===== src/rtl/slave_select_if.sv =====
// slave_select_if: master-port request/grant, one-hot slave select and response signals
// grouped for slave_select_fsm.
interface slave_select_if #(
    parameter int SEL_W = 3,
    parameter int N_SLV = 8
);
    logic             req_i;
    logic [SEL_W-1:0] addr_i;
    logic             gnt_o;
    logic [N_SLV-1:0] select_o;
    logic             busy_o;
    logic             done_i;
    logic             rsp_valid_o;
    logic             rsp_err_o;

    modport slave (
        input  req_i, addr_i, done_i,
        output gnt_o, select_o, busy_o, rsp_valid_o, rsp_err_o
    );

    modport master (
        output req_i, addr_i, done_i,
        input  gnt_o, select_o, busy_o, rsp_valid_o, rsp_err_o
    );
endinterface


===== src/rtl/slave_select_fsm.sv =====
// slave_select_fsm: registered one-hot slave select held for a whole transfer, with error response
// for unmapped indices; define SLV_SEL_TIMEOUT_EN to also abort transfers that hang in ACTIVE.
module slave_select_fsm #(
    parameter int SEL_W   = 3,
    parameter int N_SLV   = 8,
    parameter int TIMEOUT = 255
) (
    input logic          clk_i,
    input logic          rst_ni,
    slave_select_if.slave bus
);
    typedef enum logic [1:0] {IDLE, ACTIVE, RESP} state_t;

    state_t           state_q, state_d;
    logic             err_q, err_d;
    logic [N_SLV-1:0] sel_q, sel_d, hit;
    logic             mapped, expire;

    if (SEL_W < 1 || SEL_W > 6 || N_SLV < 1 || N_SLV > (1 << SEL_W) || TIMEOUT < 2 || TIMEOUT > 65535)
    begin : g_bad_params
        $error("slave_select_fsm: parameter out of range");
    end

    for (genvar i = 0; i < N_SLV; i++) begin : g_hit
        assign hit[i] = bus.addr_i == SEL_W'(i);
    end

    // One extra bit so that N_SLV == 2**SEL_W compares correctly.
    assign mapped = {1'b0, bus.addr_i} < (SEL_W + 1)'(N_SLV);

`ifdef SLV_SEL_TIMEOUT_EN
    localparam int CNT_W = $clog2(TIMEOUT + 1);
    logic [CNT_W-1:0] cnt_q;
    assign expire = state_q == ACTIVE && !bus.done_i && cnt_q == CNT_W'(TIMEOUT - 1);
    always_ff @(posedge clk_i or negedge rst_ni) begin
        if (!rst_ni) cnt_q <= '0;
        else if (state_q != ACTIVE) cnt_q <= '0;
        else if (!bus.done_i) cnt_q <= cnt_q + CNT_W'(1);
    end
`else
    assign expire = 1'b0;
`endif

    always_ff @(posedge clk_i or negedge rst_ni) begin
        if (!rst_ni) begin
            state_q <= IDLE;
            err_q   <= 1'b0;
            sel_q   <= '0;
        end else begin
            state_q <= state_d;
            err_q   <= err_d;
            sel_q   <= sel_d;
        end
    end

    always_comb begin
        state_d = state_q;
        err_d   = err_q;
        sel_d   = sel_q;
        if (state_q == IDLE && bus.req_i) begin
            state_d = mapped ? ACTIVE : RESP;
            err_d   = !mapped;
            sel_d   = hit;
        end else if (state_q == ACTIVE && (bus.done_i || expire)) begin
            state_d = RESP;
            err_d   = !bus.done_i;
            sel_d   = '0;
        end else if (state_q == RESP) begin
            state_d = IDLE;
            err_d   = 1'b0;
        end
    end

    assign bus.gnt_o       = state_q == IDLE;
    assign bus.busy_o      = state_q != IDLE;
    assign bus.select_o    = sel_q;
    assign bus.rsp_valid_o = state_q == RESP;
    assign bus.rsp_err_o   = state_q == RESP && err_q;
endmodule


===== src/flat_wrapper.sv =====
// flat-port wrapper written by rule: the top's interface ports become plain ports
module slave_select_fsm_flat 
#(
    parameter int SEL_W   = 3,
    parameter int N_SLV   = 8,
    parameter int TIMEOUT = 255
)
  (clk_i, rst_ni, bus_req_i, bus_addr_i, bus_done_i, bus_gnt_o, bus_select_o, bus_busy_o, bus_rsp_valid_o, bus_rsp_err_o);
  slave_select_if #(.SEL_W(SEL_W), .N_SLV(N_SLV)) bus_i ();
  input logic clk_i;
  input logic rst_ni;
  input wire logic [$bits(bus_i.req_i)-1:0] bus_req_i;
  input wire logic [$bits(bus_i.addr_i)-1:0] bus_addr_i;
  input wire logic [$bits(bus_i.done_i)-1:0] bus_done_i;
  output wire logic [$bits(bus_i.gnt_o)-1:0] bus_gnt_o;
  output wire logic [$bits(bus_i.select_o)-1:0] bus_select_o;
  output wire logic [$bits(bus_i.busy_o)-1:0] bus_busy_o;
  output wire logic [$bits(bus_i.rsp_valid_o)-1:0] bus_rsp_valid_o;
  output wire logic [$bits(bus_i.rsp_err_o)-1:0] bus_rsp_err_o;
  assign bus_i.req_i = bus_req_i;
  assign bus_i.addr_i = bus_addr_i;
  assign bus_i.done_i = bus_done_i;
  assign bus_gnt_o = bus_i.gnt_o;
  assign bus_select_o = bus_i.select_o;
  assign bus_busy_o = bus_i.busy_o;
  assign bus_rsp_valid_o = bus_i.rsp_valid_o;
  assign bus_rsp_err_o = bus_i.rsp_err_o;
  slave_select_fsm #(.SEL_W(SEL_W), .N_SLV(N_SLV), .TIMEOUT(TIMEOUT)) u_core (.clk_i(clk_i), .rst_ni(rst_ni), .bus(bus_i));
endmodule

===== config.mk =====
export PLATFORM = sky130hd
export DESIGN_NAME = slave_select_fsm_flat
export DESIGN_NICKNAME = d
export VERILOG_FILES = /design/src/rtl/slave_select_if.sv /design/src/rtl/slave_select_fsm.sv /design/src/flat_wrapper.sv
export SDC_FILE = /design/constraint.sdc
export NUM_CORES = 1
export LEC_CHECK = 0
export ABC_AREA = 1
export BUFFER_PORTS_ARGS = -buffer_cell sky130_fd_sc_hd__buf_2
export CELL_PAD_IN_SITES_DETAIL_PLACEMENT = 0
export CELL_PAD_IN_SITES_GLOBAL_PLACEMENT = 1
export CORE_UTILIZATION = 29
export DETAILED_ROUTE_END_ITERATION = 10
export PLACE_DENSITY_LB_ADDON = 0.1
export RECOVER_POWER = 50
export SETUP_SLACK_MARGIN = 0.1
export SLEW_MARGIN = 20
export SYNTH_ARGS = -nofsm -noshare
export SYNTH_HDL_FRONTEND = slang
export SYNTH_SLANG_ARGS = --single-unit

===== constraint.sdc =====
create_clock -name clk_i -period 1.1 [get_ports clk_i]
set_clock_uncertainty 0.1 [all_clocks]
set_input_delay 0 -clock clk_i [delete_from_list [all_inputs] [get_ports clk_i]]
set_output_delay 0 -clock clk_i [all_outputs]
set_load 0.005 [all_outputs]

==> metrics, run 1 <==
share of the clock period used by the worst path after layout=104.8%; IO Pins=19; Horiz. Die Dim=45.22 um; total negative slack for setup checks=-0.1726 ns; number of clock buffers inserted by TritonCTS=3; half-perimeter wire length after placement=843.4 um; post-layout instance area=869.6 um^2; iteration count of the initial detailed-routing pass=2; ratio of total power to cell area=2080 nW/um^2; required time worst endpoint=1.00 ns; setup slack of the most critical reg-to-reg path=-0.01 ns; count of different cell masters after synthesis=10; final max-slew violation count=0; final-stage net count=113; count of inserted antenna diode cells=0; run status=finished with violations; number of standard cells in the layout, taps in and fillers out=130; Max transition margin=58.77%; maximum level of the CTS H-tree=1; Worst Setup EP=bus_gnt_o; Reg area=276.5 um^2; utilization of the core after routing=49.82%; sequential cell area fraction in the yosys report=50.81%; root buffer cell=sky130_fd_sc_hd__clkbuf_4; leakage component of the power=0.4976 nW; initial core utilization=31.04%; area occupied by multi-input gates=292.8 um^2; Place WS=0.01941 ns; RSZ-0062 raised after global routing=yes; Placed Area=678.2 um^2; VDD IR-drop max=0.9592 mV; Max Clock Freq=0.8672 GHz; floorplan die height=45.22 um; Final Hold Viols=0; gp weighted congestion=0.6647; final critical-path setup slack=-0.05309 ns; clock edge transition at the registers on the reported setup and hold paths=0.07 ns; Avg WL per Cell=9.977 um; Worst setup startpoint=u_core.state_q[1]; origin of the critical flop-to-flop path=u_core.state_q[0]; number of global-route vias before repair=451; placeable core region=1745 um^2; r2r endpoint=u_core.bus.select_o[1]; overall global routing resource usage=13.93%; global route overflow=0; number of cell rows=15; signal arrival time at the worst endpoint=1.05 ns; count of filler cells inserted in the layout=185; warning count from the yosys run=0; clock tree from TritonCTS=yes; number of clock sinks seen by CTS=11; drt initial violations=6; cell count after synthesis=69; PnR Total Power=1.809 mW; # DRC=0; clock period minus worst slack=1.153 ns; wire length of the first global-routing pass=1966 um; reported max-cap violation count=0; Hold Path Class=input port to flop; layout-stage area growth over the synthesis result=60.51%; net count of the mapped netlist=76; measured slew at the worst slew-check pin=0.6184 ns; proportion of layout cells with a drive suffix above 1=37.14%; element type at the critical path end=output pin; worst hold slack across all endpoints=0.02067 ns; Max Root-Sink Buffers=2; total wire length after detailed routing=1297 um; violated checks=negative setup slack; pin count of the biggest net entering global routing=12; via count=546; synthesized area=541.8 um^2; antenna violations before repair=0; Placed Instances=112; final count of negative-setup-slack endpoints=11; latest clock arrival within the worst-skew pair=0.26 ns; overall die area=2045 um^2; reg2reg path depth=5; synthesized area divided by synthesized cell count=7.852 um^2; post-synthesis sequential element count=11; highest fanout seen on the critical path=5; Post-DRT Antenna Nets=0; Port Buffer Count=18; class of the most critical setup path=flop to output pin; CP startpoint kind=flop; per-cell via count in the routed design=4.200
## cell usage after synthesis, drive strengths merged
cell type / number / area [um^2]
dfrtp: 11 / 275.3
inv: 9 / 33.79
nand3: 10 / 60.06
nand2: 26 / 107.6
nor2: 13 / 65.06
## registers in the layout, indices dropped and copies added, names as in the netlist
register and flops:
u_core.bus.select_o 8, u_core.state_q 2, u_core.err_q 1
## layer usage
| metal | GRT usage (%) | share of wire (%) | up-vias |
|---|---|---|---|
| li1 | - | - | 292 |
| met1 | 18.32 | 50 | 241 |
| met2 | 20.87 | 47 | 11 |
| met3 | 2.400 | 2.2 | 2 |
| met4 | 9.091 | 0.62 | 0 |
| met5 | 0 | 0 | - |
## how the worst min path moves through the flow
stage               startpoint  slack (ns)                endpoint  depth (start not counted)
floorplan               rst_ni       -0.40  u_core.bus.select_o[0]                          0
CTS                  bus_req_i       0.005       u_core.state_q[0]                          3
global placement        rst_ni       -0.21       u_core.state_q[1]                          1
finish               bus_req_i        0.02  u_core.bus.select_o[3]                          4
detailed placement      rst_ni       -0.21       u_core.state_q[1]                          1
global route         bus_req_i        0.05  u_core.bus.select_o[3]                          4
## repair_timing
item,in CTS,in global routing
cloned,0,2
gates resized for setup,2,9
hold buffers,5,1
setup buffers,4,3
pin swaps,1,4
endpoints found under the hold margin,19,1
endpoints found under the setup margin,14,14
## cells by family (layout without fill, tap and decap cells)
logic type,after synthesis,after routing,synth area share (%)
flip-flops,11,11,50.81
AND/OR/NAND/NOR,49,51,42.96
buffers and inverters,9,43,6.237
## final cells by class
cell class              count  share of cell area (%)
well taps                  25                   3.597
repair buffers             30                   23.45
inverters                   9                   4.460
flip-flops and latches     11                   31.80
clock buffers               4                   3.022
multi-input cells          51                   33.67
## cell usage in the layout (no fill, tap or decap)
| cell type | instances |
|---|---|
| sky130_fd_sc_hd__nand3_4 | 4 |
| sky130_fd_sc_hd__dfrtp_2 | 1 |
| sky130_fd_sc_hd__nor2_8 | 1 |
| sky130_fd_sc_hd__nor2_1 | 11 |
| sky130_fd_sc_hd__clkinv_4 | 1 |
| sky130_fd_sc_hd__dlygate4sd3_1 | 6 |
| sky130_fd_sc_hd__buf_4 | 5 |
| sky130_fd_sc_hd__clkbuf_4 | 3 |
| sky130_fd_sc_hd__buf_2 | 16 |
| sky130_fd_sc_hd__dfrtp_1 | 10 |
| sky130_fd_sc_hd__inv_2 | 2 |
| sky130_fd_sc_hd__nor2_2 | 1 |
| sky130_fd_sc_hd__nand3_1 | 8 |
| sky130_fd_sc_hd__inv_1 | 6 |
| sky130_fd_sc_hd__nand2_1 | 23 |
| sky130_fd_sc_hd__buf_6 | 2 |
| sky130_fd_sc_hd__nand2_2 | 1 |
| sky130_fd_sc_hd__nand2_4 | 2 |
| sky130_fd_sc_hd__clkbuf_1 | 2 |
## power breakdown
part	switching, mW	internal [mW]	total [mW]
registers	0.0759	0.511	0.587
logic	0.516	0.435	0.951
clock network	0.131	0.140	0.271
## critical path: stages, from the launching register on
cell and delay (ns):
sky130_fd_sc_hd__dfrtp_2 0.41, sky130_fd_sc_hd__clkinv_4 0.10, sky130_fd_sc_hd__nand2_4 0.12, sky130_fd_sc_hd__inv_2 0.04
sky130_fd_sc_hd__buf_2 0.11
Note: power is estimated with default switching activity, not from simulation.
==> run 2: changes to the inputs <==
--- a/config.mk
+++ b/config.mk
@@ -9,10 +9,11 @@
 export BUFFER_PORTS_ARGS = -buffer_cell sky130_fd_sc_hd__buf_2
 export CELL_PAD_IN_SITES_DETAIL_PLACEMENT = 0
 export CELL_PAD_IN_SITES_GLOBAL_PLACEMENT = 1
+export CORE_MARGIN = 4
 export CORE_UTILIZATION = 29
 export DETAILED_ROUTE_END_ITERATION = 10
 export PLACE_DENSITY_LB_ADDON = 0.1
-export RECOVER_POWER = 50
+export RECOVER_POWER = 100
 export SETUP_SLACK_MARGIN = 0.1
 export SLEW_MARGIN = 20
 export SYNTH_ARGS = -nofsm -noshare
==> metrics, run 2 (synthesis results as in run 1) <==
final count of negative-setup-slack endpoints=9; most frequent cells in the layout=sky130_fd_sc_hd__nand2_1, sky130_fd_sc_hd__nor2_1, sky130_fd_sc_hd__buf_2; number of cells on the worst hold path=4; leading cell type in the layout, fill and taps excluded=sky130_fd_sc_hd__nand2_1; final-stage net count=113; buffer and inverter count on the worst path=3; via count=554; layout-stage area growth over the synthesis result=66.51%; Avg WL per Cell=11.19 um; Int Pwr=1.111 mW; clock edge transition at the registers on the reported setup and hold paths=0.07 ns; relative contribution of the clock network to total power=14.7%; max FFs per register=8; number of clock buffers inserted by TritonCTS=3; highest fanout seen on the critical path=5; half-perimeter wire length after placement=919 um; per-cell via count in the routed design=4.262; number of global-route vias before repair=557; number of cell rows=15; Port Buffer Count=18; overall global routing resource usage=12.60%; utilization of the core after routing=51.68%; r2r endpoint=u_core.bus.select_o[6]; Place WS=0.01220 ns; reported max-cap violation count=0; switching part of the total power=40.45%; proportion of layout cells with a drive suffix above 1=40.95%; CP Cell Sequence=inv_4 -> nand2_4 -> inv_2 -> buf_6; Max Clock Freq=0.8717 GHz; PnR Total Power=1.865 mW; pin count of the biggest net entering global routing=12; measured slew at the worst slew-check pin=0.6088 ns; origin of the critical flop-to-flop path=u_core.state_q[1]; Post-DRT Antenna Nets=0; gp weighted congestion=0.6938; HP Start=bus_req_i; total wire length after detailed routing=1455 um; CP startpoint kind=flop; overall die area=2623 um^2; clock tree from TritonCTS=yes; latest clock arrival within the worst-skew pair=0.26 ns; final max-slew violation count=0; number of clock sinks seen by CTS=11; Max Root-Sink Buffers=2; setup slack of the most critical reg-to-reg path=-0.03 ns; placeable core region=1745 um^2; count of inserted antenna diode cells=0; leakage component of the power=0.4820 nW; antenna violations before repair=0; final critical-path setup slack=-0.04713 ns; reg2reg path depth=5; ratio of total power to cell area=2067 nW/um^2; floorplan die height=51.22 um; wire length of the first global-routing pass=2394 um; RSZ-0062 raised after global routing=yes; sequential cell fraction of total power=31.9%; violated checks=negative setup slack; run status=finished with violations; Hold Crit Endpoint=u_core.bus.select_o[0]; required time worst endpoint=1.00 ns; drt initial violations=8; power share of the combinational group=53.4%; Worst path max stage delay=0.43 ns; signal arrival time at the worst endpoint=1.05 ns; Final Hold Viols=0; root buffer cell=sky130_fd_sc_hd__clkbuf_4; clock period minus worst slack=1.147 ns; global route overflow=0; VDD IR-drop max=0.9731 mV; initial core utilization=31.04%; element type at the critical path end=output pin; share of the clock period used by the worst path after layout=104.3%; maximum level of the CTS H-tree=1; worst hold slack across all endpoints=0.05046 ns; class of the most critical setup path=flop to output pin; family with the most delay on the worst path=flip-flops; net switching power figure=754.3 uW; IO Pins=19; # DRC=0; Horiz. Die Dim=51.22 um; Max transition margin=59.41%; slowest CP cell=sky130_fd_sc_hd__dfrtp_1; Hold Path Class=input port to flop; iteration count of the initial detailed-routing pass=3
## run 2: changes by cell type in the layout (fill, tap and decap cells not counted), moves of 2 or more
cell and delta:
sky130_fd_sc_hd__nand3_2 +9, sky130_fd_sc_hd__buf_4 -3, sky130_fd_sc_hd__nand2_1 -2, sky130_fd_sc_hd__buf_2 -4
sky130_fd_sc_hd__buf_6 +3, sky130_fd_sc_hd__clkbuf_1 +4, sky130_fd_sc_hd__nand2_2 +3, sky130_fd_sc_hd__nand3_1 -8
## run 2: power groups by stage
stage | Clock, mW | Sequential (mW) | Combinational (mW)
finish | 0.274 | 0.594 | 0.997
global route | 0.319 | 0.607 | 1.09
CTS | 0.293 | 0.586 | 0.948
detailed placement | 0 | 0.588 | 0.604
global placement | 0 | 0.587 | 0.600
floorplan | 0 | 0.592 | 0.380
## run 2: timing repair
| action | 4_1_cts | 5_1_grt |
|---|---|---|
| hold endpoints to repair | 18 | 0 |
| resized for setup | 14 | 5 |
| setup buffers | 6 | 0 |
| hold buffers | 6 | 0 |
| gates cloned | 2 | 0 |
| endpoints found under the setup margin | 14 | 14 |
| pin swaps | 5 | 3 |
## run 2: worst min-delay path: cells and delay by family
family / cells / cell delay, ns
buffers and inverters: 1 / 0.13
and+or+nand+nor: 3 / 0.24
## run 2: through the flow
stage / std cells / area [um^2] / setup TNS [ns]
floorplan: 69 / 556.8 / 0
global placement: 112 / 678.2 / 0
detailed placement: 112 / 678.2 / 0
CTS: 130 / 887.1 / -0.2609
global route: 130 / 902.1 / -1.059
finish: 130 / 902.1 / -0.2660
## run 2: layout make-up
class                   instances  area, um^2
flip-flops and latches         11       275.3
inverters                       9       36.28
well taps                      25       31.28
repair buffers                 30       210.2
fillers                       181       843.3
clock buffers                   4       26.28
multi-input cells              51       322.8
## run 2: per-layer routing
metal | vias to the layer above | GRT usage [%] | part of all wire [%]
li1 | 289 | - | -
met1 | 252 | 14.77 | 45
met2 | 11 | 21.89 | 50
met3 | 2 | 2.041 | 3.5
met4 | 0 | 6.550 | 1.4
met5 | - | 0 | 0
## run 2: worst max-delay path by stage
stage | start | cells past startpoint | to | slack, ns
after global placement | u_core.state_q[1] | 4 | u_core.bus.select_o[3] | 0.03
after detailed placement | u_core.state_q[0] | 4 | u_core.bus.select_o[5] | 0.01
after global routing | u_core.state_q[0] | 4 | bus_rsp_err_o | -0.11
after floorplan | u_core.state_q[0] | 5 | u_core.bus.select_o[0] | 0.10
final | u_core.state_q[1] | 4 | bus_gnt_o | -0.05
after CTS | u_core.state_q[0] | 4 | bus_rsp_err_o | -0.05
==> run 3: changes to the inputs <==
--- a/config.mk
+++ b/config.mk
@@ -10,11 +10,10 @@
 export CELL_PAD_IN_SITES_DETAIL_PLACEMENT = 0
 export CELL_PAD_IN_SITES_GLOBAL_PLACEMENT = 1
 export CORE_MARGIN = 4
-export CORE_UTILIZATION = 29
+export CORE_UTILIZATION = 32
 export DETAILED_ROUTE_END_ITERATION = 10
 export PLACE_DENSITY_LB_ADDON = 0.1
 export RECOVER_POWER = 100
-export SETUP_SLACK_MARGIN = 0.1
 export SLEW_MARGIN = 20
 export SYNTH_ARGS = -nofsm -noshare
 export SYNTH_HDL_FRONTEND = slang
==> constraint.sdc (replaced) <==
create_clock -name clk_i -period 1.2 [get_ports clk_i]
set_clock_uncertainty 0.1 [all_clocks]
set_input_delay 0 -clock clk_i [delete_from_list [all_inputs] [get_ports clk_i]]
set_output_delay 0 -clock clk_i [all_outputs]
set_load 0.005 [all_outputs]
==> metrics, run 3 (synthesis results as in run 1) <==
run status=complete, no violations; ratio of total power to cell area=1845 nW/um^2; leakage component of the power=0.4522 nW; overall global routing resource usage=10.97%; class of the most critical setup path=flop to output pin; count of inserted antenna diode cells=0; Max Root-Sink Buffers=2; total wire length after detailed routing=1201 um; Horiz. Die Dim=49.15 um; Reg area=275.3 um^2; VDD IR-drop max=0.7107 mV; final-stage net count=108; Hold Path Class=input port to async pin; drt initial violations=6; IO Pins=19; per-cell via count in the routed design=4.552; setup slack of the most critical reg-to-reg path=0.10 ns; antenna violations before repair=0; Final Hold Viols=0; measured slew at the worst slew-check pin=0.6061 ns; clock period minus worst slack=1.163 ns; Max Clock Freq=0.8598 GHz; utilization of the core after routing=49.92%; total negative slack for setup checks=0 ns; number of clock buffers inserted by TritonCTS=3; most frequent cells in the layout=sky130_fd_sc_hd__nand2_1, sky130_fd_sc_hd__nor2_1, sky130_fd_sc_hd__buf_2; root buffer cell=sky130_fd_sc_hd__clkbuf_4; number of cell rows=14; PnR Total Power=1.436 mW; required time worst endpoint=1.10 ns; origin of the critical flop-to-flop path=u_core.state_q[1]; count of filler cells inserted in the layout=160; final max-slew violation count=0; Avg WL per Cell=10.35 um; maximum level of the CTS H-tree=1; Port Buffer Count=18; share of the clock period used by the worst path after layout=96.93%; initial core utilization=34.75%; CP startpoint kind=flop; reported max-cap violation count=0; placeable core region=1559 um^2; number of global-route vias before repair=467; element type at the critical path end=output pin; gp weighted congestion=0.7169; highest fanout seen on the critical path=4; layout-stage area growth over the synthesis result=43.65%; r2r endpoint=u_core.bus.select_o[5]; signal arrival time at the worst endpoint=1.06 ns; clock tree from TritonCTS=yes; worst hold slack across all endpoints=0.1418 ns; half-perimeter wire length after placement=920.5 um; max FFs per register=8; pin count of the biggest net entering global routing=12; leading cell type in the layout, fill and taps excluded=sky130_fd_sc_hd__nand2_1; number of clock sinks seen by CTS=11; final count of negative-setup-slack endpoints=0; iteration count of the initial detailed-routing pass=4; RSZ-0062 raised after global routing=yes; latest clock arrival within the worst-skew pair=0.27 ns; area occupied by multi-input gates=250.2 um^2; reg2reg path depth=5; global route overflow=0; Max transition margin=59.60%; Place WS=0.06813 ns; Post-DRT Antenna Nets=0; floorplan die height=49.15 um; final critical-path setup slack=0.03690 ns; # DRC=0; wire length of the first global-routing pass=2070 um; clock edge transition at the registers on the reported setup and hold paths=0.07 ns; via count=528; overall die area=2415 um^2; proportion of layout cells with a drive suffix above 1=28.00%
==> run 3: worst max path at each step <==
| stage | startpoint | endpoint | slack [ns] | depth (start not counted) |
|---|---|---|---|---|
| finish | u_core.state_q[0] | bus_rsp_err_o | 0.04 | 4 |
| global route | u_core.state_q[0] | bus_rsp_err_o | -0.04 | 4 |
| global placement | u_core.state_q[0] | u_core.bus.select_o[2] | 0.1 | 4 |
| detailed placement | u_core.state_q[0] | u_core.bus.select_o[0] | 0.07 | 4 |
| CTS | u_core.state_q[0] | bus_rsp_err_o | 0.02 | 4 |
| floorplan | u_core.state_q[0] | u_core.bus.select_o[0] | 0.19 | 4 |
==> run 3: routing by layer <==
metal  up-vias  wire, um  track usage (%)
met1       234       554            13.56
met2        17       536            17.19
met5         -         0                0
met4         0        25            5.687
li1        272         -                -
met3         5        84            3.058
==> run 3: area by class of cell <==
| type | count | share of cell area [%] |
|---|---|---|
| Sequential cell | 11 | 35.37 |
| Multi-Input combinational cell | 49 | 32.15 |
| Timing Repair Buffer | 27 | 22.19 |
| Inverter | 9 | 4.341 |
| Clock buffer | 4 | 3.376 |
| Tap cell | 16 | 2.572 |
==> run 3: metrics by stage <==
stage	instances	cell area, um^2
after floorplan	69	541.8
after global placement	103	651.9
after detailed placement	103	651.9
after CTS	114	743.2
after global routing	116	778.2
final	116	778.2
==> run 3: timing repair <==
action / 4_1_cts / 5_1_grt
hold buffers: 5 / 1
pin swaps: 0 / 2
buffers inserted: 2 / 1
endpoints found under the setup margin: 1 / 5
hold endpoints to repair: 17 / 1
resized for setup: 0 / 5
==> run 3: critical path, cell delays in order (launching register included) <==
cell                      delay (ns)
sky130_fd_sc_hd__dfrtp_1        0.40
sky130_fd_sc_hd__inv_2          0.13
sky130_fd_sc_hd__nand2_2        0.08
sky130_fd_sc_hd__nor2_1         0.07
sky130_fd_sc_hd__buf_2          0.11
==> run 3: power by group <==
part           switching, mW  leakage, nW  internal, mW
clock                  0.124       0.0150         0.129
sequential            0.0640        0.148         0.466
combinational          0.367        0.290         0.286
